[src/rtl/mac_seq_pkg.sv]
// mac_seq_pkg: shared types and helpers for the mac_seq_ctrl dot-product engine.
//   state_e  - sequencer states
//   OP_W     - operand width
//   PROD_W   - multiplier product width
//   ext_prod - sign/zero extension of a product to EXT_W bits (callers slice to their width)
package mac_seq_pkg;

  localparam int unsigned OP_W   = 8;
  localparam int unsigned PROD_W = 16;
  // Widest accumulator the extension helper serves; ACC_W must stay below this.
  localparam int unsigned EXT_W  = 64;

  typedef enum logic [1:0] {
    StIdle,
    StRun,
    StFlush,
    StHold
  } state_e;

  function automatic logic [EXT_W-1:0] ext_prod(input logic [PROD_W-1:0] prod,
                                                input logic              sign);
    ext_prod = {{(EXT_W-PROD_W){sign & prod[PROD_W-1]}}, prod};
  endfunction

endpackage

[src/rtl/Multiplier_8x8.sv]
// Multiplier_8x8: combinational 8x8 multiplier with selectable operand signedness.
// Ports:
//   i_a, i_b  - 8-bit operands
//   i_sign    - 1: two's-complement operands, 0: unsigned
//   o_prod    - 16-bit product
module Multiplier_8x8
  import mac_seq_pkg::*;
(
  input  logic [OP_W-1:0]   i_a,
  input  logic [OP_W-1:0]   i_b,
  input  logic              i_sign,
  output logic [PROD_W-1:0] o_prod
);

  logic [PROD_W-1:0] w_a;
  logic [PROD_W-1:0] w_b;

  // The low PROD_W bits of a product of extended operands are exact for both signednesses.
  always_comb begin
    w_a    = {{(PROD_W-OP_W){i_sign & i_a[OP_W-1]}}, i_a};
    w_b    = {{(PROD_W-OP_W){i_sign & i_b[OP_W-1]}}, i_b};
    o_prod = w_a * w_b;
  end

endmodule

[src/rtl/mac_seq_ctrl_acc_unit.sv]
// mac_acc_unit: accumulator register with overflow detection.
// Optional feature: define MAC_SEQ_SAT_EN to clamp an overflowing accumulate to the limit
// (unsigned max, or signed max/min) instead of wrapping.
// Ports:
//   i_clk, i_rst - clock, synchronous active-high reset
//   i_clr        - clear acc and sticky overflow (job start)
//   i_en         - add i_prod into acc this cycle
//   i_sign       - 1: signed accumulate, 0: unsigned
//   i_prod       - product to add (extended per i_sign)
//   o_acc        - accumulator value
//   o_ovf        - sticky overflow flag
module mac_acc_unit
  import mac_seq_pkg::*;
#(
  parameter int unsigned ACC_W = 24
) (
  input  logic              i_clk,
  input  logic              i_rst,
  input  logic              i_clr,
  input  logic              i_en,
  input  logic              i_sign,
  input  logic [PROD_W-1:0] i_prod,
  output logic [ACC_W-1:0]  o_acc,
  output logic              o_ovf
);

  localparam int unsigned MSB = ACC_W - 1;

  logic [ACC_W-1:0] r_acc;
  logic             r_ovf;
  logic [EXT_W-1:0] w_ext_full;
  logic [ACC_W-1:0] w_ext;
  logic [ACC_W:0]   w_sum;
  logic             w_ovf;
  logic [ACC_W-1:0] w_acc_next;
  logic             w_unused_ext;

  assign w_ext_full   = ext_prod(i_prod, i_sign);
  assign w_ext        = w_ext_full[ACC_W-1:0];
  assign w_unused_ext = ^w_ext_full[EXT_W-1:ACC_W];

  always_comb begin
    w_sum = {1'b0, r_acc} + {1'b0, w_ext};
    // Signed overflow: like-signed operands giving a differently-signed result.
    w_ovf = i_sign ? ((r_acc[MSB] == w_ext[MSB]) && (w_sum[MSB] != r_acc[MSB]))
                   : w_sum[ACC_W];
`ifdef MAC_SEQ_SAT_EN
    if (!w_ovf) begin
      w_acc_next = w_sum[ACC_W-1:0];
    end else if (!i_sign) begin
      w_acc_next = '1;
    end else if (r_acc[MSB]) begin
      w_acc_next = {1'b1, {(ACC_W-1){1'b0}}};
    end else begin
      w_acc_next = {1'b0, {(ACC_W-1){1'b1}}};
    end
`else
    w_acc_next = w_sum[ACC_W-1:0];
`endif
  end

  always_ff @(posedge i_clk) begin
    if (i_rst || i_clr) begin
      r_acc <= '0;
      r_ovf <= 1'b0;
    end else if (i_en) begin
      r_acc <= w_acc_next;
      r_ovf <= r_ovf | w_ovf;
    end
  end

  assign o_acc = r_acc;
  assign o_ovf = r_ovf;

endmodule

[src/rtl/mac_seq_ctrl.sv]
// mac_seq_ctrl: dot-product MAC sequencer around Multiplier_8x8.
// A cfg_start pulse in IDLE launches a job of i_cfg_len operand pairs; each accepted pair's
// product is registered and accumulated; the result is held on the res port until taken.
// Optional feature: MAC_SEQ_SAT_EN selects saturating accumulation (see mac_acc_unit).
// Ports:
//   i_clk, i_rst                      - clock, synchronous active-high reset
//   i_cfg_start/len/sign, o_busy      - job configuration and busy status
//   i_op_valid, o_op_ready, i_op_a/b  - operand pair stream
//   o_res_valid, i_res_ready          - result handshake
//   o_res_data, o_res_ovf             - accumulated result and sticky overflow
module mac_seq_ctrl
  import mac_seq_pkg::*;
#(
  parameter int unsigned ACC_W = 24,
  parameter int unsigned LEN_W = 16
) (
  input  logic             i_clk,
  input  logic             i_rst,
  input  logic             i_cfg_start,
  input  logic [LEN_W-1:0] i_cfg_len,
  input  logic             i_cfg_sign,
  output logic             o_busy,
  input  logic             i_op_valid,
  output logic             o_op_ready,
  input  logic [OP_W-1:0]  i_op_a,
  input  logic [OP_W-1:0]  i_op_b,
  output logic             o_res_valid,
  input  logic             i_res_ready,
  output logic [ACC_W-1:0] o_res_data,
  output logic             o_res_ovf
);

  state_e            r_state;
  state_e            w_state_next;
  logic [LEN_W-1:0]  r_remaining;
  logic              r_sign;
  logic [PROD_W-1:0] r_prod;
  logic              r_prod_v;
  logic [PROD_W-1:0] w_prod;
  logic              w_start;
  logic              w_op_hs;

  Multiplier_8x8 u_mult (
    .i_a    (i_op_a),
    .i_b    (i_op_b),
    .i_sign (r_sign),
    .o_prod (w_prod)
  );

  mac_acc_unit #(
    .ACC_W (ACC_W)
  ) u_acc (
    .i_clk  (i_clk),
    .i_rst  (i_rst),
    .i_clr  (w_start),
    .i_en   (r_prod_v),
    .i_sign (r_sign),
    .i_prod (r_prod),
    .o_acc  (o_res_data),
    .o_ovf  (o_res_ovf)
  );

  assign w_op_hs = o_op_ready & i_op_valid;

  always_ff @(posedge i_clk) begin
    if (i_rst) begin
      r_state <= StIdle;
    end else begin
      r_state <= w_state_next;
    end
  end

  always_comb begin
    w_state_next = r_state;
    o_busy       = 1'b1;
    o_op_ready   = 1'b0;
    o_res_valid  = 1'b0;
    w_start      = 1'b0;
    unique case (r_state)
      StIdle: begin
        o_busy = 1'b0;
        if (i_cfg_start) begin
          w_start      = 1'b1;
          w_state_next = (i_cfg_len == '0) ? StHold : StRun;
        end
      end
      StRun: begin
        o_op_ready = 1'b1;
        if (i_op_valid && (r_remaining == LEN_W'(1))) begin
          w_state_next = StFlush;
        end
      end
      // The last product is being accumulated this cycle.
      StFlush: w_state_next = StHold;
      StHold: begin
        o_res_valid = 1'b1;
        if (i_res_ready) begin
          w_state_next = StIdle;
        end
      end
      default: w_state_next = StIdle;
    endcase
  end

  always_ff @(posedge i_clk) begin
    if (i_rst) begin
      r_remaining <= '0;
      r_sign      <= 1'b0;
      r_prod      <= '0;
      r_prod_v    <= 1'b0;
    end else begin
      r_prod_v <= 1'b0;
      if (w_start) begin
        r_remaining <= i_cfg_len;
        r_sign      <= i_cfg_sign;
      end
      if (w_op_hs) begin
        r_prod      <= w_prod;
        r_prod_v    <= 1'b1;
        r_remaining <= r_remaining - LEN_W'(1);
      end
    end
  end

endmodule

[config.mk]
export PLATFORM = sky130hd
export DESIGN_NAME = mac_seq_ctrl
export DESIGN_NICKNAME = d
export VERILOG_FILES = /design/src/rtl/mac_seq_pkg.sv /design/src/rtl/Multiplier_8x8.sv /design/src/rtl/mac_seq_ctrl_acc_unit.sv /design/src/rtl/mac_seq_ctrl.sv
export SDC_FILE = /design/constraint.sdc
export NUM_CORES = 1
export LEC_CHECK = 0
export BUFFER_PORTS_ARGS = -buffer_cell sky130_fd_sc_hd__buf_4
export CAP_MARGIN = 10
export CORE_UTILIZATION = 65
export DETAILED_ROUTE_END_ITERATION = 12
export PLACE_DENSITY_LB_ADDON = 0.1
export SYNTH_ARGS = -nofsm -noshare
export SYNTH_HDL_FRONTEND = slang
export SYNTH_SLANG_ARGS = --single-unit
export TNS_END_PERCENT = 1
[constraint.sdc]
create_clock -name i_clk -period 17.28 [get_ports i_clk]
set_clock_uncertainty 0.05 [all_clocks]
set_input_delay 2.592 -clock i_clk [delete_from_list [all_inputs] [get_ports i_clk]]
set_output_delay 2.592 -clock i_clk [all_outputs]
set_load 0.005 [all_outputs]
# After elaboration in Yosys (flattened, before gate mapping)
# Index checks and enable logic that the tools add are counted.
[totals]
reg_bits = 61
inputBits = 38
output_inout_bits = 28
wordCells = 45
[classes]
add_sub_neg = 2
n_mul = 1
eq_ne = 9
n_mux = 14
bitwise = 5
reduce_logical = 7
[ops]
columns = ["op", "count"]
rows = [
  ["2-to-1 mux 16 bit", 2],
  ["adder 24 x 24 -> 25 bit", 1],
  ["== test 16 x 1 -> 1 bit (second input constant)", 1],
  ["logical NOT 16 bit", 1],
  ["multiplier 9 x 9 -> 16 bit", 1],
  ["subtractor 16 x 1 -> 16 bit (second input constant)", 1],
  ["2-to-1 mux 2 bit", 4],
  ["case mux 2 bit (4 select lines)", 1],
  ["2-to-1 mux 1 bit", 7],
  ["!= test 2 bit (second input constant)", 3],
  ["bitwise AND 1 bit", 4],
  ["== test 2 bit (second input constant)", 2],
  ["AND reduction 3 bit", 1],
  ["== test 2 x 1 -> 1 bit (second input constant)", 1],
  ["logical AND 1 bit", 2],
  ["logical NOT 2 bit", 1],
  ["nonzero test 2 bit", 1],
  ["== test 1 bit", 1],
  ["logical OR 1 bit", 1],
  ["!= test 1 bit", 1],
  ["bitwise OR 1 bit", 1],
]

# Logic depth before layout (Yosys ltp)
# Gate-level depths: netlist (run 1).
[logic_depth]
depth_word = 6
depth_mapped = 21
depth_no_buf = 20

# Modules after synthesis
# Synthesis (run 1) repeated with hierarchy kept, for this count alone.
[hier_totals]
cells_unflattened = 798
hier_area_um2 = 6645.1
[by_module_without_submodules]
columns = ["module", "instances", "cells_per_inst", "area_per_inst_um2", "seq_area_each_um2"]
rows = [
  ["Multiplier_8x8", 1, 328, 2821.5, 0.0],
  ["mac_acc_unit", 1, 251, 2019.4, 500.5],
  ["mac_seq_ctrl", 1, 219, 1804.2, 720.7],
]

# Worst setup path after synthesis (run 1)
# Ideal clock, no wire load.
[synth_path]
path_type = "input-to-reg"
start = "input i_op_b[7]"
end = "register r_prod[15]"
setup_time_ns = 0.074
arrival_ns = 7.416
required_ns = 17.156
setup_slack_ns = 9.739
path_stages = 19
n_path_buf = 1
path_cell_list = "clkbuf_1 -> nand2_1 -> or2_2 -> fa_1 -> fa_1 -> inv_1 -> fa_1 -> fa_1 -> inv_1 -> fa_1 -> inv_1 -> ha_1 -> o21ai_0 -> a21oi_1 -> o21ai_0 -> a21oi_1 -> nand3_1 -> a211o_1 -> a31oi_1"
[synth_between]
elab_chain_len = 2
[synth_rtl]
columns = ["item", "line", "rtl"]
rows = [
  ["start, declared", "mac_seq_ctrl.sv:26", "input logic [OP_W-1:0] i_op_b,"],
  ["bitwise AND 1 bit", "Multiplier_8x8.sv:21", "w_b = {{(PROD_W-OP_W){i_sign & i_b[OP_W-1]}}, i_b};"],
  ["multiplier 9 x 9 -> 16 bit (*)", "Multiplier_8x8.sv:22", "o_prod = w_a * w_b;"],
  ["end signal, assigned", "mac_seq_ctrl.sv:118", "r_prod <= w_prod;"],
  ["end, declared", "mac_seq_ctrl.sv:37", "logic [PROD_W-1:0] r_prod;"],
]
# Every way passes the cells marked *; elsewhere a longest branch is shown, timed or not.
# A chain may end at the register's enable or synchronous reset.

# Worst setup path in the final report (run 1)
# Same ends and word-level chain as after synthesis.

==> results of run 1 <==
[synthesized netlist by cell type (all sizes together) (5+ instances only)]
master,number
nand2,81
inv,95
nand3,23
dfxtp,61
clkbuf,22
nor2b,8
nand3b,6
fa,64
mux2i,13
a21o,6
nor4,7
nor2,51
nand2b,8
nor3,20
and3,8
a211oi,13
buf,5
xnor2,21
o211ai,9
o21ai,27
o21a,7
or3,9
nand4,7
a21oi,56
ha,64
and2,36
a31oi,6
[through the flow]
step           instances  worst slack [ns]  instance area, µm²  utilization  total power [W]
6_report             965              9.88                7280        0.748         0.000768
5_1_grt              965              9.55                7280        0.748         0.000841
4_1_cts              965              9.92                7280        0.748         0.000768
3_5_place_dp         949              9.56                7050        0.725         0.000614
3_3_place_gp         949              9.69                7050        0.725         0.000597
2_1_floorplan        776              9.74                6500            -         0.000518
[cell type report]
cell class                 count  area, µm²
clock inverter                 4       70.1
sequential                    61       1220
inverter                      95        357
tap                          133        166
clock buffer                  12        155
timing repair buffer          67        503
fill                         780       2450
multi-input combinational    593       4810
[registers in the layout (all words and copies together) (netlist names)]
name / cells
r_state: 2
r_remaining: 16
r_prod_v: 1
r_prod: 16
r_sign: 1
u_acc.o_ovf: 1
u_acc.o_acc: 24
[final timing paths]
check	slack, ns	end
max	9.88	r_prod[15]
max reg2reg	11.52	r_prod[15]
min	0.42	r_prod[13]
min reg2reg	0.42	r_prod[13]
[metal layers]
layer / GRT usage / vias up
met5: 0 / -
met4: 0.101 / 0
met3: 0.0417 / 19
met2: 0.512 / 150
met1: 0.383 / 2727
li1: - / 2724
[report_power, final]
part	switching, W	internal (W)
registers	0.0000232	0.000165
clock network	0.0000575	0.0000887
logic	0.000251	0.000182
total	0.000332	0.000436
[worst register-to-register path, cell delays in order, from the launching register on]
cell and delay [ns]:
dfxtp_1 0.64, nand2_1 0.33, or2_2 0.38, fa_1 0.51, fa_1 0.54, inv_1 0.05
fa_1 0.50, fa_1 0.54, inv_1 0.05, fa_1 0.52, inv_1 0.04, ha_1 0.31
o21ai_0 0.11, a21oi_1 0.19, o21ai_0 0.14, a21oi_1 0.23, nand3_1 0.13, a211o_1 0.28
a31oi_1 0.14
[logic make-up (layout without fill, tap and decap cells)]
| group | Yosys count | count (layout) | synth area share |
|---|---|---|---|
| adders and majority gates | 128 | 128 | 0.320 |
| xor gates and xnor gates | 25 | 25 | 0.0337 |
| buffers and inverters | 122 | 178 | 0.0722 |
| and+or+nand+nor | 279 | 279 | 0.217 |
| AOI/OAI and AO/OA | 148 | 148 | 0.149 |
| DFF | 61 | 61 | 0.188 |
| muxes | 13 | 13 | 0.0200 |
==> flow_summary_export.csv, run 1 <==
group,metric,value,unit
sta,finalCriticalPeriod,7.40,ns
route,first_pass_iters,6,
clock_network,cts_buffers,9,
synth,synth_cell_types,66,
place,port_buffers,65,
floorplanning,die_y,102,µm
clock_network,clockBufferDepth,2,
setup_path,cp_data_arrival_time,7.61,ns
clock_network,cts_hold_buf,0,
clock_network,clock_sinks,61,
route,top_layer,"met4",
floorplanning,fp.dieW,102,µm
synth,synth_flop_cell,"dfxtp_1",
synth,synth-async-reset-ratio,0,
sta,hold_ws,0.416,ns
sta,finalSetupViolations,0,
synth,synth_edf_count,0,
global_route,overflow,0,
clock_network,postCtsSetupBuffers,0,
setup_path,crit_chain,"buf_4 > nand2_1 > or2_2 > fa_1 > fa_1 > inv_1 > fa_1 > fa_1 > inv_1 > fa_1 > inv_1 > ha_1 > o21ai_0 > a21oi_1 > o21ai_0 > a21oi_1 > nand3_1 > a211o_1 > a31oi_1",
route,routed-wl-met2,7200,µm
sta,grt_setup_unrepaired,"no",
clock_network,htreeDepth,3,
route,antenna_left,0,
finish,drive_gt1_frac,0.123,
route,met1Wirelength,6430,µm
route,viasPerCell,5.82,
route,drt_wl_total,14500,µm
route,num_vias,5620,
global_route,grt_pass1_vias,5425,
sta,timing.fmax,135,MHz
clock_network,cts.reportedPaths.clkPinSlew,0.06,ns
setup_path,crit_top_cell,"fa_1",
sta,drv_slew,0,
global_route,grt_usage,0.297,
setup_path,crit_path_start_kind,"input pin",
place,place_congestion,0.869,
setup_path,worst_ep_required_time,17.50,ns
route,drtIter0Drc,350,
floorplanning,ios,66,
synth,netlist_instances,776,
sta,maxSlewHeadroom,0.290,
floorplanning,die_area,10400,µm²
finish,nets,993,
global_route,grt_first_pass_wirelength,24400,µm
floorplanning,fp.coreArea,9730,µm²
setup_path,ff2ff_path_depth,18,
sta,min_period_over_period,0.428,
job,drv_cap,0,
setup_path,cp-startpoint,"i_op_b[7]",
finish,area_growth,12.0,%
setup_path,cp-end-kind,"flop",
finish,final_common_cell,"inv_1",
setup_path,cpPeakStageDelay,0.54,ns
setup_path,crit_cells,19,
clock_network,worst_skew_pair.late_latency,0.34,ns
setup_path,critPathKind,"input pin to flop",
synth,syn_nets,942,
synth,avgSynthCellArea,8.37,µm²
setup_path,crit_path_top_delay_cell,"fa_1",
synth,yosysTopAreaCell,"fa_1",
setup_path,critPathTopFamily,"adder cells",
hold_path,min_path_cells,2,
floorplanning,start_util,0.668,
sta,finalSetupTns,0,ns
power_and_ir_drop,power.static_leakage,3.43,nW
place,dpl.hpwl,11400,µm
finish,num_antenna_cells,0,
synth,synth_top_area_frac,0.197,
route,dr_wl_met3,636,µm
power_and_ir_drop,peakVddDrop,78.5,µV
status,status,"finished clean",
hold_path,hold_path.class,"flop to flop",
clock_network,cts_tree,"yes",
clock_network,cts-resized-gates,0,
setup_path,crit_fanout,10,
synth,netlist_top_cells_area,"fa_1, dfxtp_1, ha_1, inv_1, nand2_1",
route,wire_per_inst,15.0,µm
global_route,grt_antenna_before_repair,0,
synth,ys_seq_area_frac,0.188,
hold_path,hold_path_startpoint,"r_prod[13]",
power_and_ir_drop,power_density,105,nW/µm²
floorplanning,rows,36,
finish,mostFrequentLayoutCells,"inv_1, nand2_1, buf_4",
route,drc,0,
sta,worst_pin_slew,1.06,ns
clock_network,cts-root-buf,"clkbuf_8",
synth,ys_warn_count,0,
setup_path,path_buf_inv,4,
setup_path,r2r_start,"r_sign",
sta,hold_violations,0,
synth,synth_area,6500,µm²
synth,ys_ff_latch,61,
global_route,grt_max_degree,42,
(Power assumes the default switching activity.)
==> run 2: changes to the inputs <==
Settings changed: CORE_UTILIZATION 65 to 61.
Clock period 17.28 ns to 7.55 ns, I/O delays scaled along.
==> run 2 against run 1 <==
Against the previous run: first-iteration DRC count shrank 36%; cell area shrank 0.86%; sequential power grew 130%; clock power grew 71%; non-clock buffer count is the same; combinational power grew 130%; count of clock-buffer cells in the layout shrank 1; sequential cell count is the same; sequential share of layout area grew 0.15 points.
==> flow_summary_export.csv, run 2 (same netlist as run 1, synthesis figures left out) <==
group,metric,value,unit
status,status,"finished clean",
clock_network,cts.reportedPaths.clkPinSlew,0.06,ns
route,wire_per_inst,14.2,µm
sta,finalSetupTns,0,ns
finish,final_common_cell,"inv_1",
place,dpl.hpwl,11100,µm
sta,maxSlewHeadroom,0.316,
setup_path,cp_data_arrival_time,6.11,ns
route,antenna_left,0,
route,drtIter0Drc,223,
setup_path,crit_path_start_kind,"input pin",
clock_network,cts_buffers,9,
global_route,overflow,0,
finish,mostFrequentLayoutCells,"inv_1, nand2_1, buf_4",
floorplanning,die_area,11100,µm²
clock_network,postCtsSetupBuffers,0,
sta,grt_setup_unrepaired,"no",
sta,timing.fmax,170,MHz
hold_path,hold_path_startpoint,"r_prod[13]",
hold_path,min_path_cells,2,
clock_network,worst_skew_pair.late_latency,0.36,ns
place,place_congestion,0.869,
route,num_vias,5429,
floorplanning,start_util,0.629,
floorplanning,rows,37,
floorplanning,fp.dieW,105,µm
clock_network,clockBufferDepth,2,
place,place_inst,952,
place,place_area,7060,µm²
route,drt_wl_total,13700,µm
floorplanning,die_y,105,µm
global_route,grt_max_degree,42,
route,drc,0,
route,viasPerCell,5.61,
finish,nets,993,
setup_path,worst-r2r-setup-slack,1.87,ns
setup_path,r2r_start,"r_sign",
sta,worst_pin_slew,1.03,ns
power_and_ir_drop,power.static_leakage,3.40,nW
place,port_buffers,65,
route,first_pass_iters,6,
setup_path,ff2ff_path_depth,18,
hold_path,hold_path.class,"flop to flop",
floorplanning,ios,66,
sta,finalCriticalPeriod,5.89,ns
sta,finalSetupViolations,0,
sta,hold_ws,0.406,ns
sta,hold_violations,0,
clock_network,clock_sinks,61,
finish,area_growth,11.1,%
floorplanning,fp.coreArea,10300,µm²
clock_network,cts_tree,"yes",
clock_network,htreeDepth,3,
finish,fin_cells,968,
setup_path,cp-end-kind,"flop",
clock_network,cts-root-buf,"clkbuf_8",
global_route,grt_first_pass_wirelength,23600,µm
sta,drv_slew,0,
clock_network,cts-resized-gates,0,
finish,fin_area,7220,µm²
power_and_ir_drop,power_density,229,nW/µm²
power_and_ir_drop,total_power,0.00165,W
global_route,grt_antenna_before_repair,0,
sta,min_period_over_period,0.780,
power_and_ir_drop,peakVddDrop,126,µV
finish,num_antenna_cells,0,
hold_path,min_to,"r_prod[13]",
finish,filler_cell_count,869,
setup_path,critPathKind,"input pin to flop",
global_route,grt_pass1_vias,5245,
finish,largest_reg_flops,24,
clock_network,cts_hold_buf,0,
finish,drive_gt1_frac,0.121,
global_route,grt_usage,0.262,
job,drv_cap,0,
setup_path,worst_ep_required_time,7.78,ns
setup_path,crit_fanout,10,
setup_path,reg2reg_to,"r_prod[15]",
run 2: cell type report:
type                    count  area, µm²  share of cell area
inverters                  95        357              0.0494
well taps                 136        170              0.0236
repair buffers             67        503              0.0697
flip-flops and latches     61       1220               0.169
clock inverters             5       27.5             0.00381
clock buffers              11        131              0.0182
multi-input cells         593       4810               0.666
run 2: worst max-delay path by stage:
stage | slack, ns | cells past startpoint | endpoint | startpoint
5_1_grt | 1.40 | 19 | r_prod[15] | i_op_b[7]
2_1_floorplan | 1.47 | 19 | r_prod[15] | i_op_b[7]
4_1_cts | 1.67 | 19 | r_prod[15] | i_op_b[7]
3_3_place_gp | 1.43 | 19 | r_prod[15] | i_op_b[7]
3_5_place_dp | 1.31 | 19 | r_prod[15] | i_op_b[7]
6_report | 1.66 | 19 | r_prod[15] | i_op_b[7]
run 2: report_power, final:
group          internal, W  switching, W  leakage, nW
Clock             0.000117      0.000132       0.0829
Combinational     0.000415      0.000560         2.82
Sequential        0.000378     0.0000494        0.496
Total             0.000909      0.000741         3.40
run 2: worst max-delay path: stages:
cell and delay, ns:
buf_4 0.15, nand2_1 0.19, or2_2 0.37, fa_1 0.51
fa_1 0.54, inv_1 0.05, fa_1 0.50, fa_1 0.54
inv_1 0.05, fa_1 0.52, inv_1 0.04, ha_1 0.32
o21ai_0 0.12, a21oi_1 0.19, o21ai_0 0.13, a21oi_1 0.22
nand3_1 0.13, a211o_1 0.27, a31oi_1 0.15
run 2: routing by layer:
| metal | track usage | vias up | part of all wire |
|---|---|---|---|
| met4 | 0.0654 | 0 | 0.011 |
| li1 | - | 2721 | - |
| met5 | 0 | - | 0 |
| met1 | 0.352 | 2590 | 0.46 |
| met3 | 0.0393 | 12 | 0.036 |
| met2 | 0.442 | 106 | 0.49 |
run 2: metrics by stage:
stage	utilization	setup slack, ns
CTS	0.699	1.67
finish	0.699	1.66
floorplan	-	1.47
global route	0.699	1.40
global placement	0.684	1.43
detailed placement	0.684	1.31
==> run 3: changes to the inputs <==
Settings changed: CORE_UTILIZATION 61 to 55.
Clock period 7.55 ns to 5.13 ns, I/O delays scaled along.
==> run 3 against run 2 <==
Against the previous run: sequential share of layout area decreased by 0.95 points; cell area increased by 6.1%; global-route usage decreased by 1.9 points; utilization decreased by 3.2 points; largest cell class unchanged; largest power group unchanged; highest routed layer unchanged.
==> flow_summary_export.csv, run 3 (same netlist as run 1, synthesis figures left out) <==
group,metric,value,unit
setup_path,reg2reg_to,"r_prod[13]",
sta,finalSetupViolations,0,
clock_network,cts_buffers,9,
global_route,overflow,0,
place,place_area,7330,µm²
hold_path,min_path_cells,2,
power_and_ir_drop,peakVddDrop,240,µV
finish,final_common_cell,"buf_4",
setup_path,cp_data_arrival_time,5.16,ns
setup_path,cp-end-kind,"flop",
clock_network,clock_sinks,61,
clock_network,clockBufferDepth,2,
hold_path,hold_path.class,"flop to flop",
clock_network,cts.reportedPaths.clkPinSlew,0.05,ns
setup_path,critPathTopFamily,"adder cells",
floorplanning,fp.coreArea,11500,µm²
floorplanning,start_util,0.567,
setup_path,crit_chain,"buf_4 > and2_1 > fa_1 > inv_1 > fa_1 > inv_1 > fa_1 > fa_1 > inv_1 > fa_1 > inv_2 > ha_4 > inv_1 > o21ai_0 > a21oi_1 > o21bai_1 > a21oi_1 > or4_1 > nand3_1",
finish,filler_cell_count,1002,
floorplanning,rows,39,
setup_path,worst-r2r-setup-slack,0.34,ns
sta,finalCriticalPeriod,4.94,ns
floorplanning,die_area,12300,µm²
global_route,grt_first_pass_wirelength,24700,µm
setup_path,r2r_start,"r_sign",
sta,grt_setup_unrepaired,"yes",
sta,worst_pin_slew,1.07,ns
finish,largest_reg_flops,24,
clock_network,cts_tree,"yes",
route,first_pass_iters,4,
power_and_ir_drop,power_density,369,nW/µm²
setup_path,path_buf_inv,6,
floorplanning,ios,66,
finish,area_growth,17.8,%
setup_path,crit_top_cell,"fa_1",
global_route,grt_pass1_vias,5523,
route,drtIter0Drc,240,
hold_path,min_to,"r_prod[3]",
sta,hold_violations,0,
route,drc,0,
finish,fin_area,7650,µm²
floorplanning,fp.dieW,111,µm
sta,maxSlewHeadroom,0.287,
status,status,"finished clean",
clock_network,worst_skew_pair.late_latency,0.34,ns
route,num_vias,5527,
route,viasPerCell,5.49,
setup_path,crit_path_top_delay_cell,"fa_1",
sta,drv_slew,0,
power_and_ir_drop,power.static_leakage,3.62,nW
route,wire_per_inst,14.2,µm
clock_network,cts-root-buf,"clkbuf_16",
floorplanning,die_y,111,µm
finish,ff_latch_area,1220,µm²
setup_path,ff2ff_path_depth,18,
setup_path,worst_ep_required_time,5.35,ns
setup_path,crit_fanout,7,
finish,mostFrequentLayoutCells,"buf_4, inv_1, nand2_1",
route,antenna_left,0,
setup_path,crit_path_start_kind,"input pin",
place,port_buffers,65,
power_and_ir_drop,total_power,0.00282,W
setup_path,critPathKind,"input pin to flop",
global_route,grt_usage,0.244,
route,drt_wl_total,14300,µm
setup_path,cpPeakStageDelay,0.54,ns
clock_network,cts_hold_buf,0,
global_route,grt_max_degree,42,
finish,post-route-util,0.668,
hold_path,hold_path_startpoint,"r_prod[3]",
finish,multi_input_area,4850,µm²
place,place_congestion,0.877,
job,drv_cap,0,
global_route,grt_antenna_before_repair,0,
sta,min_period_over_period,0.963,
finish,nets,1024,
finish,drive_gt1_frac,0.162,
finish,num_antenna_cells,0,
place,dpl.hpwl,11700,µm
sta,timing.fmax,202,MHz
clock_network,htreeDepth,3,
## run 3: what timing repair did
item,in CTS,in global routing
gates resized for setup,0,3
setup buffers,0,0
endpoints found under the setup margin,0,3
## run 3: final cells by class
type / count / share of cell area
repair buffers: 98 / 0.0961
clock inverters: 3 / 0.00556
flip-flops and latches: 61 / 0.160
multi-input cells: 593 / 0.633
clock buffers: 13 / 0.0353
well taps: 143 / 0.0234
inverters: 95 / 0.0466
## run 3: stage by stage
| stage | setup TNS [ns] | hold slack [ns] | std cells | setup slack, ns |
|---|---|---|---|---|
| after CTS | 0 | 0.410 | 1006 | 0.167 |
| after detailed placement | -0.548 | 0.402 | 990 | -0.177 |
| final | 0 | 0.408 | 1006 | 0.188 |
| after floorplan | 0 | 0.386 | 776 | 0.00229 |
| after global placement | -0.240 | 0.398 | 990 | -0.102 |
| after global routing | -0.00177 | 0.427 | 1006 | -0.00177 |
## run 3: report_power, final
part           switching, W  internal (W)
logic              0.000866      0.000698
clock network      0.000218      0.000415
registers         0.0000689      0.000557
total               0.00115       0.00167
## run 3: routing by layer
layer / GRT usage / routed length (µm)
met1: 0.321 / 6530
met2: 0.416 / 7110
met3: 0.0377 / 526
met4: 0.0658 / 154
met5: 0 / 0
## run 3: worst max-delay path by stage
stage / from / end / slack, ns / cells after the start
finish: i_op_a[3] / r_prod[12] / 0.19 / 19
global placement: i_op_b[5] / r_prod[15] / -0.10 / 19
floorplan: i_op_b[7] / r_prod[15] / 0.002 / 19
global route: i_op_a[3] / r_prod[12] / -0.002 / 19
detailed placement: i_op_a[3] / r_prod[15] / -0.18 / 19
CTS: i_op_a[3] / r_prod[15] / 0.17 / 19
## run 3: worst reg2reg max path, delay by kind of cell, from the launching register on
kind | cells | cell delay (ns)
xor gates and xnor gates | 1 | 0.13
adders and majority gates | 6 | 2.48
DFF | 1 | 0.42
buffers and inverters | 5 | 0.63
AOI/OAI and AO/OA | 3 | 0.33
and+or+nand+nor | 3 | 0.68
